==> config.mk <==
export PLATFORM = sky130hd
export DESIGN_NAME = gauss_out_crop_flat
export DESIGN_NICKNAME = d
export VERILOG_FILES = /design/src/rtl/gauss_out_crop_if.sv /design/src/rtl/gauss_out_crop.sv /design/src/flat_wrapper.sv
export SDC_FILE = /design/constraint.sdc
export NUM_CORES = 1
export LEC_CHECK = 0
export ABC_AREA = 1
export CAP_MARGIN = 20
export CORE_MARGIN = 10
export CORE_UTILIZATION = 45
export DETAILED_ROUTE_END_ITERATION = 8
export GPL_TIMING_DRIVEN = 1
export PLACE_DENSITY = 0.79
export SLEW_MARGIN = 20
export SYNTH_ARGS = -nofsm -noshare
export SYNTH_HDL_FRONTEND = slang
export SYNTH_SLANG_ARGS = --single-unit
==> constraint.sdc <==
create_clock -name clk -period 2.2 [get_ports clk]
set_clock_uncertainty 0.15 [all_clocks]
set_input_delay 0.33 -clock clk [delete_from_list [all_inputs] [get_ports clk]]
set_output_delay 0.33 -clock clk [all_outputs]
set_load 0.005 [all_outputs]
==> src/rtl/gauss_out_crop_if.sv <==
// Pixel stream bundle between the filter core read side, the crop stage and the frame writer.
// The master drives the input beat; the slave returns the cropped, framed pixel.
interface gauss_out_crop_if #(
    parameter int DW = 15
);
    logic          rdreq;
    logic          frame_sync;
    logic          bypass;
    logic [DW-1:0] out;
    logic [DW-1:0] true_out;
    logic          out_valid;
    logic          out_sol;
    logic          out_eol;
    logic          out_sof;
    logic          out_eof;

    modport master (
        output rdreq, frame_sync, bypass, out,
        input  true_out, out_valid, out_sol, out_eol, out_sof, out_eof
    );

    modport slave (
        input  rdreq, frame_sync, bypass, out,
        output true_out, out_valid, out_sol, out_eol, out_sof, out_eof
    );
endinterface

==> src/rtl/gauss_out_crop.sv <==
// Gaussian filter output stage: tracks column/row of each input beat, drops the border
// window, tags kept pixels with line/frame flags and delays them by PIPE register stages.
module gauss_out_crop #(
    parameter int DW      = 15,
    parameter int LINE_W  = 300,
    parameter int FRAME_H = 300,
    parameter int CROP_L  = 1,
    parameter int CROP_R  = 1,
    parameter int CROP_T  = 1,
    parameter int CROP_B  = 1,
    parameter int PIPE    = 2
) (
    input logic            clk,
    input logic            rst,
    gauss_out_crop_if.slave bus
);
    localparam int CW = $clog2(LINE_W);
    localparam int RW = $clog2(FRAME_H);
    localparam logic [CW-1:0] COL_LAST = CW'(LINE_W - 1);
    localparam logic [RW-1:0] ROW_LAST = RW'(FRAME_H - 1);

    typedef struct packed {
        logic [DW-1:0] data;
        logic          valid;
        logic          sol;
        logic          eol;
        logic          sof;
        logic          eof;
    } stage_t;

    logic [CW-1:0] col;
    logic [RW-1:0] row;
    logic [CW-1:0] cur_col;
    logic [RW-1:0] cur_row;
    stage_t        head;
    stage_t        pipe [PIPE];

    // A beat arriving together with frame_sync is the first pixel of the new frame.
    assign cur_col = bus.frame_sync ? '0 : col;
    assign cur_row = bus.frame_sync ? '0 : row;

    always_ff @(posedge clk or posedge rst) begin
        if (rst) begin
            col <= '0;
            row <= '0;
        end else if (bus.frame_sync) begin
            col <= bus.rdreq ? CW'(1) : '0;
            row <= '0;
        end else if (bus.rdreq) begin
            if (col == COL_LAST) begin
                col <= '0;
                row <= (row == ROW_LAST) ? '0 : row + RW'(1);
            end else begin
                col <= col + CW'(1);
            end
        end
    end

    // Window bounds collapse to the full frame in bypass; comparisons are done as signed ints.
    always_comb begin
        int c, r, wl, wr, wt, wb;
        logic keep;
        c    = int'(cur_col);
        r    = int'(cur_row);
        wl   = bus.bypass ? 0           : CROP_L;
        wr   = bus.bypass ? LINE_W - 1  : LINE_W - 1 - CROP_R;
        wt   = bus.bypass ? 0           : CROP_T;
        wb   = bus.bypass ? FRAME_H - 1 : FRAME_H - 1 - CROP_B;
        keep = bus.rdreq && (c >= wl) && (c <= wr) && (r >= wt) && (r <= wb);
        head       = '0;
        head.data  = keep ? bus.out : '0;
        head.valid = keep;
        head.sol   = keep && (c == wl);
        head.eol   = keep && (c == wr);
        head.sof   = keep && (c == wl) && (r == wt);
        head.eof   = keep && (c == wr) && (r == wb);
    end

    always_ff @(posedge clk or posedge rst) begin
        if (rst) begin
            for (int i = 0; i < PIPE; i++) pipe[i] <= '0;
        end else begin
            pipe[0] <= head;
            for (int i = 1; i < PIPE; i++) pipe[i] <= pipe[i-1];
        end
    end

    assign bus.true_out  = pipe[PIPE-1].data;
    assign bus.out_valid = pipe[PIPE-1].valid;
    assign bus.out_sol   = pipe[PIPE-1].sol;
    assign bus.out_eol   = pipe[PIPE-1].eol;
    assign bus.out_sof   = pipe[PIPE-1].sof;
    assign bus.out_eof   = pipe[PIPE-1].eof;
endmodule

==> src/flat_wrapper.sv <==
// flat-port wrapper written by rule: the top's interface ports become plain ports
module gauss_out_crop_flat 
#(
    parameter int DW      = 15,
    parameter int LINE_W  = 300,
    parameter int FRAME_H = 300,
    parameter int CROP_L  = 1,
    parameter int CROP_R  = 1,
    parameter int CROP_T  = 1,
    parameter int CROP_B  = 1,
    parameter int PIPE    = 2
)
  (clk, rst, bus_rdreq, bus_frame_sync, bus_bypass, bus_out, bus_true_out, bus_out_valid, bus_out_sol, bus_out_eol, bus_out_sof, bus_out_eof);
  gauss_out_crop_if #(.DW(DW)) bus_i ();
  input logic clk;
  input logic rst;
  input wire logic [$bits(bus_i.rdreq)-1:0] bus_rdreq;
  input wire logic [$bits(bus_i.frame_sync)-1:0] bus_frame_sync;
  input wire logic [$bits(bus_i.bypass)-1:0] bus_bypass;
  input wire logic [$bits(bus_i.out)-1:0] bus_out;
  output wire logic [$bits(bus_i.true_out)-1:0] bus_true_out;
  output wire logic [$bits(bus_i.out_valid)-1:0] bus_out_valid;
  output wire logic [$bits(bus_i.out_sol)-1:0] bus_out_sol;
  output wire logic [$bits(bus_i.out_eol)-1:0] bus_out_eol;
  output wire logic [$bits(bus_i.out_sof)-1:0] bus_out_sof;
  output wire logic [$bits(bus_i.out_eof)-1:0] bus_out_eof;
  assign bus_i.rdreq = bus_rdreq;
  assign bus_i.frame_sync = bus_frame_sync;
  assign bus_i.bypass = bus_bypass;
  assign bus_i.out = bus_out;
  assign bus_true_out = bus_i.true_out;
  assign bus_out_valid = bus_i.out_valid;
  assign bus_out_sol = bus_i.out_sol;
  assign bus_out_eol = bus_i.out_eol;
  assign bus_out_sof = bus_i.out_sof;
  assign bus_out_eof = bus_i.out_eof;
  gauss_out_crop #(.DW(DW), .LINE_W(LINE_W), .FRAME_H(FRAME_H), .CROP_L(CROP_L), .CROP_R(CROP_R), .CROP_T(CROP_T), .CROP_B(CROP_B), .PIPE(PIPE)) u_core (.clk(clk), .rst(rst), .bus(bus_i));
endmodule
==> qor.json, run 1 <==
{
  "cts_made_buffers": {"value": 9},
  "grt_pass1_vias": {"value": 1948},
  "cts.path.max_buffers": {"value": 2},
  "placed_cell_area": {"value": 3050, "unit": "µm²"},
  "outcome": {"value": "completed"},
  "syn-num-nets": {"value": 320},
  "setup_violations": {"value": 0},
  "cp_slowest_cell": {"value": "sky130_fd_sc_hd__dfrtp_1"},
  "drcViolationCount": {"value": 0},
  "antennaDiodeCount": {"value": 0},
  "detailedPlace.worstSlack": {"value": -261, "unit": "ps"},
  "leakage": {"value": 1.70, "unit": "nW"},
  "switchingPower": {"value": 0.000572, "unit": "W"},
  "synth_sequential_area_ratio": {"value": 55.7, "unit": "%"},
  "startpoint_type": {"value": "flip-flop"},
  "critical_path_arrival": {"value": 2110, "unit": "ps"},
  "maxSlewViolCount": {"value": 0},
  "synthesis.yosys.warnings": {"value": 0},
  "number_of_maximum_capacitance_violations": {"value": 0},
  "min-delay-path-class": {"value": "in2async"},
  "clock-root-buffer": {"value": "sky130_fd_sc_hd__clkbuf_8"},
  "global_route.overflow_total": {"value": 0},
  "fp.dieArea": {"value": 9240, "unit": "µm²"},
  "power.share.sequential": {"value": 46.4, "unit": "%"},
  "portBuffers": {"value": 39},
  "clkLatencyLatePin": {"value": 340, "unit": "ps"},
  "hold_buffers": {"value": 0},
  "powerDensity": {"value": 737, "unit": "nW/µm²"},
  "placementRows": {"value": 27},
  "initial_antenna_violation_count": {"value": 0},
  "total_number_of_h_tree_levels": {"value": 3},
  "critical_path_peak_fanout": {"value": 3},
  "grt_pass1_wl": {"value": 8730, "unit": "µm"},
  "critPathMaxStageDelay": {"value": 360, "unit": "ps"},
  "drt-wirelength-per-cell": {"value": 13.3, "unit": "µm"},
  "via_per_inst": {"value": 4.86},
  "finalHoldViolations": {"value": 0},
  "p_sw_share": {"value": 23.4, "unit": "%"},
  "final_cells": {"value": 420},
  "crit_chain": {"value": "nand2_1 > ha_1 > inv_1 > nand3_1 > nor2_1 > nand2_1 > nand2_1 > nor2_1 > nor2_2 > buf_4 > nand3_1 > nor2_1"},
  "synth.ff_latch_count": {"value": 58},
  "postSynthCellCount": {"value": 294},
  "area.growth.synth_to_final": {"value": 27.3, "unit": "%"},
  "maxClockFrequency": {"value": 0.502, "unit": "GHz"},
  "cts_tree": {"value": "done"},
  "syn-cell-area": {"value": 2610, "unit": "µm²"},
  "dieWidth": {"value": 96.1, "unit": "µm"},
  "floorplan.io_pins": {"value": 40},
  "start_util": {"value": 46.8, "unit": "%"},
  "wirelength": {"value": 5570, "unit": "µm"},
  "most_frequent_cells_in_the_layout": {"value": "sky130_fd_sc_hd__dfrtp_1 (58), sky130_fd_sc_hd__nand2_1 (52), sky130_fd_sc_hd__inv_1 (45)"},
  "synth.distinct_cells": {"value": 24},
  "post_route_cells_drive_above_1_share": {"value": 11.5, "unit": "%"},
  "setup_ws": {"value": 208, "unit": "ps"},
  "grt_util_all_layers": {"value": 12.3, "unit": "%"},
  "final.period_utilization": {"value": 90.5, "unit": "%"},
  "design.final.nets": {"value": 369},
  "place.detailed.hpwl": {"value": 3770, "unit": "µm"},
  "design.core.area": {"value": 5570, "unit": "µm²"},
  "most_common_library_cell_in_the_layout_ignoring_fill_and_taps": {"value": "sky130_fd_sc_hd__dfrtp_1"},
  "finalWorstPathRequiredPeriod": {"value": 1990, "unit": "ps"},
  "endpoint_class_of_the_critical_path": {"value": "flip-flop"},
  "crit_type": {"value": "reg2reg"},
  "worst-slew-pin-transition": {"value": 469, "unit": "ps"},
  "num_vias": {"value": 2043},
  "cp_data_required_time": {"value": 2310, "unit": "ps"},
  "clk_transition_reported_paths": {"value": 70, "unit": "ps"},
  "first_iter_violations": {"value": 133},
  "timing.slew.headroom": {"value": 68.5, "unit": "%"},
  "nFillCells": {"value": 460},
  "grt_max_degree": {"value": 59},
  "route.antenna.remaining_nets": {"value": 0},
  "gp_congestion": {"value": 0.908},
  "numClockSinks": {"value": 58},
  "fin_setup_tns": {"value": 0, "unit": "ps"},
  "finish.instance_area": {"value": 3320, "unit": "µm²"},
  "syn-mean-instance-area": {"value": 8.86, "unit": "µm²"},
  "place.detailed.instances": {"value": 400},
  "detail_route.first_pass.iterations": {"value": 4},
  "share_comb_of_total_power": {"value": 9.0, "unit": "%"},
  "power.clock.fraction": {"value": 44.6, "unit": "%"},
  "vertical_extent_of_the_die": {"value": 96.1, "unit": "µm"},
  "internal_cell_power": {"value": 0.00187, "unit": "W"},
  "vdd_ir_drop_max": {"value": 0.458, "unit": "mV"}
}
## registers in the layout, indices dropped and copies added (netlist names)
name and count:
u_core.col 9, u_core.row 9, u_core.bus.true_out 15, u_core.bus.out_valid 1, u_core.pipe 20, u_core.bus.out_eol 1
u_core.bus.out_eof 1, u_core.bus.out_sol 1, u_core.bus.out_sof 1
## cells by family after synthesis
logic type / after synthesis / synth area share (%)
AND/OR/NAND/NOR: 134 / 22.2
AO/OA/AOI/OAI: 26 / 5.33
adder cells (fa/ha/maj): 6 / 2.88
buffers and inverters: 66 / 12.5
flip-flops: 58 / 55.7
XOR/XNOR: 4 / 1.34
## worst paths after layout
check | start | end | slack (ps) | cells past startpoint
worst max-delay path | u_core.row[0]$_DFFE_PP0P_ | u_core.pipe[20]$_DFF_PP0_ | 210 | 12
worst min-delay path | rst | u_core.bus.true_out[11]$_DFF_PP0_ | 190 | 3
worst max register to register | u_core.row[0]$_DFFE_PP0P_ | u_core.pipe[20]$_DFF_PP0_ | 210 | 12
worst min register to register | u_core.pipe[35]$_DFF_PP0_ | u_core.bus.true_out[10]$_DFF_PP0_ | 190 | 0
max in group asynchronous | rst | u_core.pipe[22]$_DFF_PP0_ | 1440 | 3
min in group clk | u_core.pipe[35]$_DFF_PP0_ | u_core.bus.true_out[10]$_DFF_PP0_ | 190 | 0
## worst max-delay path: cells and delay by family (launching register included)
| kind | cells | cell delay, ps |
|---|---|---|
| buffers and inverters | 2 | 230 |
| adder cells (fa/ha/maj) | 1 | 310 |
| flip-flops | 1 | 360 |
| AND/OR/NAND/NOR | 9 | 870 |
## cells in the mapped netlist (all sizes together)
cell type  number  share of area, %
a21oi           6               1.3
a22oi           1              0.29
and3b           1              0.34
buf            18               5.6
dfrtp          58                56
ha              6               2.9
inv            48               6.9
nand2          53               7.7
nand3          20               3.8
nand3b          2              0.58
nand4           7               1.7
nor2           42               6.1
nor3            7               1.3
nor3b           2              0.58
o21ai          17               3.3
o22ai           2              0.48
xnor2           1              0.34
xor2            3               1.0
## cell type report
class | instances | area, µm² | area share [%]
clock buffers | 9 | 124 | 3.73
clock inverters | 7 | 103 | 3.09
inverters | 48 | 180 | 5.43
multi-input cells | 171 | 842 | 25.4
flip-flops and latches | 58 | 1450 | 43.7
well taps | 72 | 90.1 | 2.71
repair buffers | 55 | 528 | 15.9
## power by group through the flow
| stage | clock [W] | combinational, W | sequential, W |
|---|---|---|---|
| 2_1_floorplan | 0 | 0.000119 | 0.00115 |
| 3_3_place_gp | 0 | 0.000206 | 0.00115 |
| 3_5_place_dp | 0 | 0.000212 | 0.00115 |
| 4_1_cts | 0.00111 | 0.000215 | 0.00113 |
| 5_1_grt | 0.00115 | 0.000246 | 0.00114 |
| 6_report | 0.00109 | 0.000220 | 0.00113 |
## per-layer routing
| metal | track usage (%) | wire, µm |
|---|---|---|
| met1 | 13.2 | 2150 |
| met2 | 21.4 | 2980 |
| met3 | 2.57 | 324 |
| met4 | 7.74 | 113 |
| met5 | 0 | 0 |
## stage by stage
step / hold WS [ps] / utilization [%] / power [W]
floorplan: 181 / - / 0.00127
global placement: 181 / 54.7 / 0.00136
detailed placement: 185 / 54.7 / 0.00137
CTS: 191 / 58.8 / 0.00246
global route: 207 / 59.5 / 0.00254
finish: 190 / 59.5 / 0.00245
## what timing repair did
action	CTS	global route
buffers inserted	0	3
endpoints found under the setup margin	0	17
endpoints found under the hold margin	0	0
gates resized for setup	0	5
Power figures use the tool's default switching activity.
==> run 2: changes to the inputs <==
Settings changed: CORE_ASPECT_RATIO set to 0.7.
==> run 2 against run 1 <==
Fmax rose by 0.81%. Cell area fell by 1.2%. Routed wire length decreased by 5.4%. Clock power about the same. Critical path type is now in2reg. Core utilization fell by 1.7 points. Global-route usage decreased by 0.54 points. Register-to-register slack improved by 70 ps. Critical path depth increased by 2. Count of clock-buffer cells in the layout unchanged. First-iteration DRC count is 19% higher. Largest power group unchanged. Sequential share of layout area grew 0.52 points.
==> qor.json, run 2 (synthesized netlist as in run 1, its figures left out) <==
{
  "min-delay-path-class": {"value": "reg2reg", "change": "was in2async"},
  "clkLatencyLatePin": {"value": 330, "unit": "ps", "change": "was 340 ps"},
  "detail_route.first_pass.iterations": {"value": 5, "change": "was 4"},
  "grt_max_degree": {"value": 59, "change": "unchanged"},
  "unrepaired_setup_endpoints_after_global_routing": {"value": "no"},
  "clk_transition_reported_paths": {"value": 70, "unit": "ps", "change": "about the same"},
  "powerDensity": {"value": 740, "unit": "nW/µm²", "change": "was 737 nW/µm²"},
  "placementRows": {"value": 23, "change": "was 27"},
  "most_frequent_cells_in_the_layout": {"value": "sky130_fd_sc_hd__dfrtp_1 (58), sky130_fd_sc_hd__nand2_1 (52), sky130_fd_sc_hd__inv_1 (46)", "change": "was sky130_fd_sc_hd__dfrtp_1 (58), sky130_fd_sc_hd__nand2_1 (52), sky130_fd_sc_hd__inv_1 (45)"},
  "grt_pass1_vias": {"value": 1927, "change": "was 1948"},
  "portBuffers": {"value": 39, "change": "unchanged"},
  "finalWorstPathRequiredPeriod": {"value": 1980, "unit": "ps", "change": "was 1990 ps"},
  "finish.instance_area": {"value": 3280, "unit": "µm²", "change": "was 3320 µm²"},
  "startpoint_type": {"value": "input port", "change": "was flip-flop"},
  "antennaDiodeCount": {"value": 0, "change": "unchanged"},
  "gp_congestion": {"value": 0.852, "change": "was 0.908"},
  "num_vias": {"value": 2002, "change": "was 2043"},
  "via_per_inst": {"value": 4.79, "change": "was 4.86"},
  "design.final.nets": {"value": 364, "change": "was 369"},
  "largest_register_ffs": {"value": 20, "change": "unchanged"},
  "fp.dieArea": {"value": 9280, "unit": "µm²", "change": "was 9240 µm²"},
  "route.antenna.remaining_nets": {"value": 0, "change": "unchanged"},
  "clock-root-buffer": {"value": "sky130_fd_sc_hd__clkbuf_8", "change": "unchanged"},
  "total_number_of_h_tree_levels": {"value": 3, "change": "unchanged"},
  "first_iter_violations": {"value": 158, "change": "was 133"},
  "wirelength": {"value": 5270, "unit": "µm", "change": "was 5570 µm"},
  "maxClockFrequency": {"value": 0.506, "unit": "GHz", "change": "was 0.502 GHz"},
  "setup_ws": {"value": 224, "unit": "ps", "change": "was 208 ps"},
  "maxSlewViolCount": {"value": 0, "change": "unchanged"},
  "layout.core_utilization": {"value": 57.8, "unit": "%", "change": "was 59.5%"},
  "post_route_cells_drive_above_1_share": {"value": 9.91, "unit": "%", "change": "was 11.5%"},
  "most_common_library_cell_in_the_layout_ignoring_fill_and_taps": {"value": "sky130_fd_sc_hd__dfrtp_1", "change": "unchanged"},
  "timing.slew.headroom": {"value": 58.6, "unit": "%", "change": "was 68.5%"},
  "cts_setup_buffers": {"value": 0, "change": "unchanged"},
  "drt-wirelength-per-cell": {"value": 12.6, "unit": "µm", "change": "was 13.3 µm"},
  "start_util": {"value": 46.0, "unit": "%", "change": "was 46.8%"},
  "initial_antenna_violation_count": {"value": 0, "change": "unchanged"},
  "sequential_cell_area": {"value": 1450, "unit": "µm²", "change": "unchanged"},
  "dieWidth": {"value": 111, "unit": "µm", "change": "was 96.1 µm"},
  "number_of_maximum_capacitance_violations": {"value": 0, "change": "unchanged"},
  "detailedPlace.worstSlack": {"value": -172, "unit": "ps", "change": "was -261 ps"},
  "global_route.overflow_total": {"value": 0, "change": "unchanged"},
  "critical_path_arrival": {"value": 2090, "unit": "ps", "change": "was 2110 ps"},
  "setup_violations": {"value": 0, "change": "unchanged"},
  "multi_input_gate_area_in_the_final_layout": {"value": 836, "unit": "µm²", "change": "was 842 µm²"},
  "cp_data_required_time": {"value": 2310, "unit": "ps", "change": "about the same"},
  "area.growth.synth_to_final": {"value": 25.8, "unit": "%", "change": "was 27.3%"},
  "nFillCells": {"value": 482, "change": "was 460"},
  "hold_buffers": {"value": 0, "change": "unchanged"},
  "grt_pass1_wl": {"value": 9000, "unit": "µm", "change": "was 8730 µm"},
  "critical_path_peak_fanout": {"value": 3, "change": "unchanged"},
  "final.period_utilization": {"value": 89.8, "unit": "%", "change": "was 90.5%"},
  "vdd_ir_drop_max": {"value": 0.292, "unit": "mV", "change": "was 0.458 mV"},
  "outcome": {"value": "completed", "change": "unchanged"},
  "cts_tree": {"value": "done", "change": "unchanged"},
  "drcViolationCount": {"value": 0, "change": "unchanged"},
  "floorplan.io_pins": {"value": 40, "change": "unchanged"},
  "leakage": {"value": 1.66, "unit": "nW", "change": "was 1.70 nW"},
  "cts_made_buffers": {"value": 9, "change": "unchanged"},
  "numClockSinks": {"value": 58, "change": "unchanged"},
  "finalHoldViolations": {"value": 0, "change": "unchanged"},
  "placed_cell_area": {"value": 3050, "unit": "µm²", "change": "about the same"},
  "grt_util_all_layers": {"value": 11.7, "unit": "%", "change": "was 12.3%"},
  "design.core.area": {"value": 5670, "unit": "µm²", "change": "was 5570 µm²"},
  "endpoint_class_of_the_critical_path": {"value": "flip-flop", "change": "unchanged"},
  "cts.path.max_buffers": {"value": 2, "change": "unchanged"},
  "timing.hold.ws": {"value": 199, "unit": "ps", "change": "was 190 ps"},
  "vertical_extent_of_the_die": {"value": 83.7, "unit": "µm", "change": "was 96.1 µm"},
  "regMostFlops": {"value": "u_core.pipe", "change": "unchanged"},
  "crit_type": {"value": "in2reg", "change": "was reg2reg"},
  "place.detailed.hpwl": {"value": 3880, "unit": "µm", "change": "was 3770 µm"},
  "worst-slew-pin-transition": {"value": 616, "unit": "ps", "change": "was 469 ps"}
}
run 2: cell count changes in the layout (fill, tap and decap cells not counted), sizes merged:
cell,delta
clkinvlp,+1
dlymetal6s2s,-2
inv,+1
clkinv,-2
buf,-4
nand2,-1
clkdlybuf4s50,+2
run 2: per-layer routing:
metal / up-vias / GRT usage, % / share of wire, %
li1: 1000 / - / -
met1: 933 / 14.0 / 44
met2: 61 / 18.5 / 47
met3: 8 / 3.74 / 7.3
met4: 0 / 6.01 / 1.5
met5: - / 0 / 0
run 2: critical path: stages:
cell                              delay (ps)
sky130_fd_sc_hd__clkdlybuf4s50_1         430
sky130_fd_sc_hd__inv_2                    80
sky130_fd_sc_hd__nand2_1                  70
sky130_fd_sc_hd__ha_1                    290
sky130_fd_sc_hd__inv_1                    80
sky130_fd_sc_hd__nand3_1                  70
sky130_fd_sc_hd__nor2_1                   90
sky130_fd_sc_hd__nand2_1                  70
sky130_fd_sc_hd__nand2_1                  60
sky130_fd_sc_hd__nor2_1                   50
sky130_fd_sc_hd__nor2_2                  140
sky130_fd_sc_hd__buf_4                   140
sky130_fd_sc_hd__nand3_1                  80
sky130_fd_sc_hd__nor2_1                  120
run 2: repair_timing:
action | 4_1_cts | 5_1_grt
setup endpoints to repair | 0 | 1
endpoints found under the hold margin | 0 | 0
gates resized for setup | 0 | 2
run 2: path summary, 6_finish.rpt:
path,slack (ps),from,depth (start not counted),end
setup / recovery,220,bus_frame_sync,14,u_core.pipe[20]$_DFF_PP0_
hold / removal,200,u_core.pipe[34]$_DFF_PP0_,0,u_core.bus.true_out[9]$_DFF_PP0_
setup reg to reg,280,u_core.row[6]$_DFFE_PP0P_,8,u_core.row[5]$_DFFE_PP0P_
hold reg to reg,200,u_core.pipe[34]$_DFF_PP0_,0,u_core.bus.true_out[9]$_DFF_PP0_
max in group asynchronous,1390,rst,3,u_core.pipe[34]$_DFF_PP0_
min in group asynchronous,250,rst,3,u_core.bus.true_out[10]$_DFF_PP0_
run 2: through the flow:
stage / setup TNS [ps] / std cells / power, W
floorplan: 0 / 294 / 0.00127
global placement: -2080 / 402 / 0.00136
detailed placement: -2730 / 402 / 0.00136
CTS: 0 / 418 / 0.00245
global route: 0 / 418 / 0.00254
finish: 0 / 418 / 0.00243
run 2: cell type report:
class | instances | share of cell area [%]
inverter | 48 | 5.49
timing repair buffer | 51 | 15.0
clock inverter | 7 | 3.09
tap | 75 | 2.86
sequential | 58 | 44.3
clock buffer | 9 | 3.78
multi-input combinational | 170 | 25.5
run 2: power by group:
| group | internal [W] | switching [W] | leakage (nW) |
|---|---|---|---|
| sequential | 0.00111 | 0.0000184 | 0.782 |
| clock | 0.000646 | 0.000440 | 0.106 |
| combinational | 0.000109 | 0.000100 | 0.768 |
| total | 0.00187 | 0.000558 | 1.66 |
